$ cat config.mk
export PLATFORM = sky130hd
export DESIGN_NAME = ntt_core_gf64_bsk_feeder
export DESIGN_NICKNAME = d
export VERILOG_FILES = /design/src/rtl/param_ntt_pkg.sv /design/src/rtl/param_tfhe_pkg.sv /design/src/rtl/ntt_core_gf64_bsk_feeder.sv
export SDC_FILE = /design/constraint.sdc
export NUM_CORES = 1
export LEC_CHECK = 0
export CAP_MARGIN = 15
export CORE_ASPECT_RATIO = 0.7
export CORE_UTILIZATION = 50
export DETAILED_ROUTE_END_ITERATION = 10
export PLACE_DENSITY = 0.76
export RECOVER_POWER = 25
export SYNTH_ARGS = -nofsm -noshare
export SYNTH_HDL_FRONTEND = slang
export SYNTH_SLANG_ARGS = --single-unit
$ cat constraint.sdc
create_clock -name clk -period 6.09 [get_ports clk]
set_clock_uncertainty 0.15 [all_clocks]
set_input_delay 1.218 -clock clk [delete_from_list [all_inputs] [get_ports clk]]
set_output_delay 1.218 -clock clk [all_outputs]
set_load 0.01 [all_outputs]
$ cat src/rtl/param_ntt_pkg.sv
// NTT datapath geometry shared by the NTT core blocks.
package param_ntt_pkg;
  localparam int unsigned PSI       = 1;
  localparam int unsigned R         = 2;
  localparam int unsigned MOD_NTT_W = 64;
endpackage

$ cat src/rtl/param_tfhe_pkg.sv
// TFHE scheme parameters shared by the NTT core blocks.
package param_tfhe_pkg;
  localparam int unsigned GLWE_K_P1 = 2;
endpackage

$ cat src/rtl/ntt_core_gf64_bsk_feeder.sv
// BSK feeder: splits each BSK word into independent per-(p,r,k) FIFOs toward the GF64 post-process.
// Define NTT_CORE_GF64_BSK_FEEDER_SKEW_EN to delay coef k by k cycles before its FIFO write.
module ntt_core_gf64_bsk_feeder #(
  parameter int unsigned PSI       = param_ntt_pkg::PSI,
  parameter int unsigned R         = param_ntt_pkg::R,
  parameter int unsigned GLWE_K_P1 = param_tfhe_pkg::GLWE_K_P1,
  parameter int unsigned MOD_NTT_W = param_ntt_pkg::MOD_NTT_W,
  parameter int unsigned DEPTH     = 4
) (
  input  logic                                                    clk,
  input  logic                                                    s_rst_n,
  input  logic [PSI*R*GLWE_K_P1*MOD_NTT_W-1:0]                    in_bsk,
  input  logic                                                    in_vld,
  output logic                                                    in_rdy,
  output logic [PSI-1:0][R-1:0][GLWE_K_P1-1:0][MOD_NTT_W-1:0]     bsk,
  output logic [PSI-1:0][R-1:0][GLWE_K_P1-1:0]                    bsk_vld,
  input  logic [PSI-1:0][R-1:0][GLWE_K_P1-1:0]                    bsk_rdy,
  output logic                                                    error
);
  localparam int unsigned K     = GLWE_K_P1;
  localparam int unsigned W     = MOD_NTT_W;
  localparam int unsigned PR    = PSI * R;
  localparam int unsigned NC    = PR * K;
  localparam int unsigned PTR_W = $clog2(DEPTH);
  localparam int unsigned CNT_W = $clog2(DEPTH + 1);
  localparam logic [PTR_W-1:0] PTR_LAST = PTR_W'(DEPTH - 1);
  localparam logic [CNT_W-1:0] CNT_FULL = CNT_W'(DEPTH);

  logic                  w_xfer;
  logic [NC-1:0]         w_wr_en;
  logic [NC-1:0]         w_pop;
  logic [NC-1:0]         w_res_ok;
  logic [NC-1:0]         w_err_d;
  logic [NC-1:0]         w_rdy;
  logic [NC-1:0]         w_vld;
  logic [NC-1:0][W-1:0]  w_in;
  logic [NC-1:0][W-1:0]  w_wr_dat;
  logic [NC-1:0][W-1:0]  w_head;
  logic                  r_error;

  // Column index is (p*R + r)*K + k, identical to the packed layout of in_bsk and bsk.
  assign w_in    = in_bsk;
  assign w_rdy   = bsk_rdy;
  assign bsk_vld = w_vld;
  assign bsk     = w_head;
  assign in_rdy  = s_rst_n & (&w_res_ok);
  assign w_xfer  = in_vld & in_rdy;
  assign error   = r_error;

  genvar gk, gpr, gc;
  for (gk = 0; gk < K; gk++) begin : g_coef
    logic                  w_k_vld;
    logic [PR-1:0][W-1:0]  w_k_in;
    logic [PR-1:0][W-1:0]  w_k_dat;

    for (gpr = 0; gpr < PR; gpr++) begin : g_lane
      assign w_k_in[gpr]            = w_in[gpr*K + gk];
      assign w_wr_en[gpr*K + gk]    = w_k_vld;
      assign w_wr_dat[gpr*K + gk]   = w_k_dat[gpr];
    end

`ifdef NTT_CORE_GF64_BSK_FEEDER_SKEW_EN
    if (gk == 0) begin : g_nodly
      assign w_k_vld = w_xfer;
      assign w_k_dat = w_k_in;
    end else begin : g_dly
      logic [gk-1:0]                  r_pv;
      logic [gk-1:0][PR-1:0][W-1:0]   r_pd;

      always_ff @(posedge clk) begin
        if (!s_rst_n) begin
          r_pv <= '0;
        end else begin
          r_pv[0] <= w_xfer;
          for (int unsigned s = 1; s < gk; s++) r_pv[s] <= r_pv[s-1];
        end
      end

      always_ff @(posedge clk) begin
        r_pd[0] <= w_k_in;
        for (int unsigned s = 1; s < gk; s++) r_pd[s] <= r_pd[s-1];
      end

      assign w_k_vld = r_pv[gk-1];
      assign w_k_dat = r_pd[gk-1];
    end
`else
    assign w_k_vld = w_xfer;
    assign w_k_dat = w_k_in;
`endif
  end

  for (gc = 0; gc < NC; gc++) begin : g_col
    logic [DEPTH-1:0][W-1:0] r_mem;
    logic [PTR_W-1:0]        r_wp;
    logic [PTR_W-1:0]        r_rp;
    logic [CNT_W-1:0]        r_cnt;
    logic [CNT_W-1:0]        r_res;
    logic                    w_empty;
    logic                    w_full;
    logic                    w_wr_ok;

    assign w_empty      = (r_cnt == '0);
    assign w_full       = (r_cnt == CNT_FULL);
    assign w_vld[gc]    = !w_empty;
    assign w_head[gc]   = r_mem[r_rp];
    assign w_pop[gc]    = !w_empty & w_rdy[gc];
    assign w_res_ok[gc] = (r_res < CNT_FULL);
    // An overflowing write is dropped so the count never exceeds DEPTH; it only raises error.
    assign w_wr_ok      = w_wr_en[gc] & (!w_full | w_pop[gc]);
    assign w_err_d[gc]  = (w_wr_en[gc] & w_full & !w_pop[gc]) | (w_pop[gc] & w_empty);

    always_ff @(posedge clk) begin
      if (!s_rst_n) begin
        r_wp  <= '0;
        r_rp  <= '0;
        r_cnt <= '0;
        r_res <= '0;
      end else begin
        if (w_wr_ok)   r_wp <= (r_wp == PTR_LAST) ? '0 : r_wp + 1'b1;
        if (w_pop[gc]) r_rp <= (r_rp == PTR_LAST) ? '0 : r_rp + 1'b1;

        if (w_wr_ok && !w_pop[gc])      r_cnt <= r_cnt + 1'b1;
        else if (!w_wr_ok && w_pop[gc]) r_cnt <= r_cnt - 1'b1;

        if (w_xfer && !w_pop[gc])       r_res <= r_res + 1'b1;
        else if (!w_xfer && w_pop[gc])  r_res <= r_res - 1'b1;
      end
    end

    always_ff @(posedge clk) begin
      if (w_wr_ok) r_mem[r_wp] <= w_wr_dat[gc];
    end
  end

  always_ff @(posedge clk) begin
    if (!s_rst_n) r_error <= 1'b0;
    else          r_error <= |w_err_d;
  end

endmodule

Word-level counts from Yosys, hierarchy flattened
Cells that the tools add are included.
{"block": "classes", "n_bitwise": 30, "div_mod_pow": 0, "shift": 0, "order_cmp": 16, "addsub": 24, "mul": 0, "n_reduce_logical": 51, "n_mux": 44, "eq_ne": 12}
{"cell": "bitwise mux 256 bit", "n": 4}
{"cell": "binary-select mux 64 bit (select 2 bit)", "n": 4}
{"cell": "demux 64 bit (select 2 bit)", "n": 4}
{"cell": "two-way mux 64 bit", "n": 8}
{"cell": "two-way mux 3 bit", "n": 16}
{"cell": "adder 3 x 1 -> 3 bit, second input constant", "n": 8}
{"cell": "less-than comparator 2 x 3 -> 1 bit, second input constant", "n": 8}
{"cell": "subtractor 3 x 1 -> 3 bit, second input constant", "n": 8}
{"cell": "AND 1 bit", "n": 22}
{"cell": "logical AND 1 bit", "n": 20}
{"cell": "zero test 1 bit", "n": 17}
{"cell": "adder 2 x 1 -> 2 bit, second input constant", "n": 8}
{"cell": "== test 2 bit, second input constant", "n": 8}
{"cell": "two-way mux 2 bit", "n": 8}
{"cell": "nonzero test 2 bit", "n": 8}
{"cell": "== test 3 bit, second input constant", "n": 4}
{"cell": "zero test 3 bit", "n": 4}
{"cell": "less-than comparator 3 bit, second input constant", "n": 4}
{"cell": "greater-or-equal comparator 2 x 1 -> 1 bit, second input constant", "n": 4}
{"cell": "OR 1 bit", "n": 8}
{"cell": "AND reduction 4 bit", "n": 1}
{"cell": "OR reduction 4 bit", "n": 1}
{"block": "word_totals", "ramBits": 0, "mem_bits_ro": 0, "wordCells": 210, "inputBits": 263, "latch_bits": 0, "output_inout_bits": 262, "memories": 0, "reg_bits": 1065}

Logic depth before layout (Yosys ltp)
{"block": "depth", "ltp_word": 9, "depth_mapped": 9, "depth_no_buf": 8}

Worst setup path after synthesis
OpenSTA, ideal clock, no wires.
{"block": "synth_path", "kind": "input-to-reg", "startpoint": "input port s_rst_n", "endpoint": "register g_col[2].r_mem[192] in the netlist's numbering, enable pin", "setup_time_ns": 0.429, "path_slack_ns": 1.913, "arrival_ns": 3.598, "required_time_ns": 5.511, "n_path_buf": 1, "stages": 4, "path_cell_list": "clkbuf_1 > nand2_2 > nor3_4 > and2_1"}
{"block": "synth_between", "elab_chain_cells": 3}
{"element": "start, declared", "line_no": "ntt_core_gf64_bsk_feeder.sv:11", "source": "input logic s_rst_n,"}
{"element": "AND 1 bit", "line_no": "ntt_core_gf64_bsk_feeder.sv:46", "source": "assign in_rdy = s_rst_n & (&w_res_ok);"}
{"element": "AND 1 bit", "line_no": "ntt_core_gf64_bsk_feeder.sv:47", "source": "assign w_xfer = in_vld & in_rdy;"}
{"element": "AND 1 bit", "line_no": "ntt_core_gf64_bsk_feeder.sv:110", "source": "assign w_wr_ok = w_wr_en[gc] & (!w_full | w_pop[gc]);"}
{"element": "via g_col[2].w_wr_ok", "line_no": "ntt_core_gf64_bsk_feeder.sv:101", "source": "logic w_wr_ok;"}
{"element": "end signal, assigned by index", "line_no": "ntt_core_gf64_bsk_feeder.sv:132", "source": "if (w_wr_ok) r_mem[r_wp] <= w_wr_dat[gc];"}
{"element": "end, declared", "line_no": "ntt_core_gf64_bsk_feeder.sv:94", "source": "logic [DEPTH-1:0][W-1:0] r_mem;"}
The timed path passes the listed nets, and every way through them passes these cells.
A chain may end at the register's enable or synchronous reset.

==> impl_results.md <==
* GRT Total Usage at 19.61%
* Global-route wire length before repair at 116,400 µm
* Cells along the critical path: buf_4 > mux4_2 > clkdlybuf4s50_1
* Distinct cells, synth at 31
* Hold Vio Cnt, Final at 0
* # clock sinks at 1,065
* Num ports at 525
* Slew headroom at 30.83%
* Synth warn at 0
* Area growth syn-to-layout at 24.41%
* CP max-delay cell: dfxtp_4
* Antenna violations before repair at 9
* Static Leak at 15.39 nW
* FP Rows at 85
* Post-synth EDFFs at 1,024
* Design area at 48,740 µm²
* Drt first pass iters at 5
* Crit path max fanout at 46
* Power per Cell Area at 387.2 nW/µm²
* Sequential share of the synthesized area at 80.59%
* Syn_nets at 1,882
* Crit path arrival time at 3.27 ns
* Min Hold Slack at 0.3501 ns
* Mapped cell area at 39,180 µm²
* Yosys reg bits at 1,065
* Vias at 18.05k
* Critical path class: flop to primary output
* CTS Buf Count at 95
* Clk pin slew, worst setup/hold paths at 0.06 ns
* Routed wire length at 77,440 µm
* RSZ-0062 raised after global routing: false
* Startpoint types: flop
* Grt total ovfl at 0
* Die height at 236.2 µm
* RR Endpoint: g_col[0].r_mem[157]$_DFFE_PP_
* R2r setup slk at 2.98 ns
* Fin util at 63.12%
* Initial core utilization at 50.74%
* VDD IR-drop max at 238.4 µV
* Core footprint at 77,210 µm²
* Top FF cell, synth: edfxtp_1
* Die width at 336.6 µm
* Hold Startpoint: g_col[0].r_wp[1]$_SDFFE_PN0P_
* Setup bufs post-CTS at 0
* Endpoints failing setup at 0
* Post-route antenna net violation count at 0
* Dpl cell area at 45,740 µm²
* Setup TNS at 0 ns
* Hold_buf cts at 0
* Port-buffer cells at 524
* Post-route minimum period at 4.633 ns
* Routed len/inst at 23.48 µm
* Largest stage delay on the critical path at 0.91 ns
* R2r startpoint: g_col[3].r_res[2]$_SDFFE_PN0P_
* Worst skew pair latency at 0.64 ns
* Min-Delay Endpoint: g_col[0].r_wp[1]$_SDFFE_PN0P_
* Vias per cell at 5.472
* Share of cells above drive strength 1 at 20.20%
* CTS HTree Levels at 3
* Vias in the first global route at 19.23k
* Max-Cap Viols at 0
* Residual DRC count at 0
* Final Cycle Share at 76.08%
* Cts repair resizes at 0
* Largest net degree at the start of global routing at 65
* Status: finished, final reports clean
* Post-layout nets at 2,473
* CTS tree: yes
* Reg2Reg Depth at 4
* Max frequency at 0.2158 GHz
* DR iter-0 viols at 1,377
* Syn Inst Count at 1,583
* Tightest Pin Transition at 1.037 ns
* Final Slew Violations at 0
* Clock Path Buffers at 3
* Worst Hold Path Cells at 2
* HP Class: flop to flop
* CP required at 4.72 ns
* Asr flop ratio synth at 0%
* Hpwl dp at 47,860 µm
* Crit. End Element: primary output
* Avg Cell Area, Syn at 24.75 µm²
* CTS root buffer: clkbuf_16
* Die area at 79,490 µm²
* Final GP Congestion at 0.7493
## metal layers
metal	routed length (µm)	vias to the layer above	track usage [%]
met5	23	-	0
met2	39710	583	32.17
met1	30730	9432	26.57
li1	-	7921	-
met4	1720	4	5.675
met3	5247	108	4.374
## cells by family after synthesis
| group | after synthesis | share of synthesized area, % |
|---|---|---|
| xor gates and xnor gates | 16 | 0.3577 |
| AOI/OAI and AO/OA | 28 | 0.4152 |
| buffers and inverters | 81 | 0.8847 |
| adders and majority gates | 36 | 1.303 |
| DFF | 1065 | 80.59 |
| muxes | 272 | 15.13 |
| and+or+nand+nor | 85 | 1.329 |
## per-stage QoR
step | instances | worst slack (ns) | power [mW]
floorplan | 1583 | 1.913 | 11.29
global placement | 3121 | 1.646 | 13.23
CTS | 3292 | 1.338 | 19.13
global route | 3296 | 1.183 | 19.62
detailed placement | 3121 | 1.537 | 13.35
finish | 3298 | 1.457 | 18.87
## cell usage in the layout, fill, tap and decap left out, drive strengths merged, types with 5 or more instances in the layout
cell type	Yosys	layout
or3	17	17
clkdlybuf4s50	0	371
xor2	16	16
bufinv	0	7
mux2i	16	16
nor2	23	23
o31ai	6	6
nand2	11	11
inv	20	26
dfxtp	41	41
diode	0	6
mux4	256	256
ha	28	28
fa	8	8
clkbuf	25	110
dlygate4sd3	0	153
nor3	5	5
clkinv	0	44
edfxtp	1024	1024
and2	17	17
a21oi	12	12
buf	36	31
o21ai	8	8
## cell usage after synthesis, types with 16 or more instances
library cell,count,area [µm²]
mux4_2,256,5766
mux2i_1,16,160.2
ha_1,28,350.3
dfxtp_1,41,820.8
inv_1,19,71.32
clkbuf_1,25,93.84
xor2_1,16,140.1
and2_1,17,106.4
buf_2,28,140.1
nor2_1,23,86.33
or3_1,16,100.1
edfxtp_1,1024,30750
## sequential cells by signal, summed over array words and instances, names as in the netlist
signal       count
g_col.r_wp       8
g_col.r_mem   1024
g_col.r_res     12
g_col.r_rp       8
g_col.r_cnt     12
error            1
## report_power, final
part / total, mW / internal [mW] / switching [mW] / leakage, nW
registers: 9.04 / 8.63 / 0.410 / 9.60
logic: 4.07 / 2.26 / 1.81 / 4.33
clock network: 5.76 / 3.22 / 2.55 / 1.46
## critical path, delay by kind of cell, from the launching register on
family / cells / cell delay, ns
buffers and inverters: 2 / 1.04
muxes: 1 / 0.62
DFF: 1 / 0.91
## worst max-delay path by stage
| stage | from | to | slack [ns] |
|---|---|---|---|
| 2_1_floorplan | s_rst_n | g_col[2].r_mem[192]$_DFFE_PP_ | 1.91 |
| 3_3_place_gp | s_rst_n | g_col[0].r_mem[231]$_DFFE_PP_ | 1.65 |
| 3_5_place_dp | s_rst_n | g_col[0].r_mem[227]$_DFFE_PP_ | 1.54 |
| 4_1_cts | g_col[0].r_rp[0]$_SDFFE_PN0P_ | bsk[6] | 1.34 |
| 5_1_grt | g_col[0].r_rp[0]$_SDFFE_PN0P_ | bsk[6] | 1.18 |
| 6_report | g_col[0].r_rp[0]$_SDFFE_PN0P_ | bsk[6] | 1.46 |
## area by class of cell
class | instances | area, µm²
clock buffer | 110 | 2476
multi-input combinational | 437 | 7279
clock inverter | 61 | 505.5
fill | 5118 | 28470
inverter | 20 | 75.07
sequential | 1065 | 31590
tap | 1044 | 1306
antenna | 6 | 15.01
timing repair buffer | 555 | 5490
No activity file was read; power rests on OpenSTA's default activity.
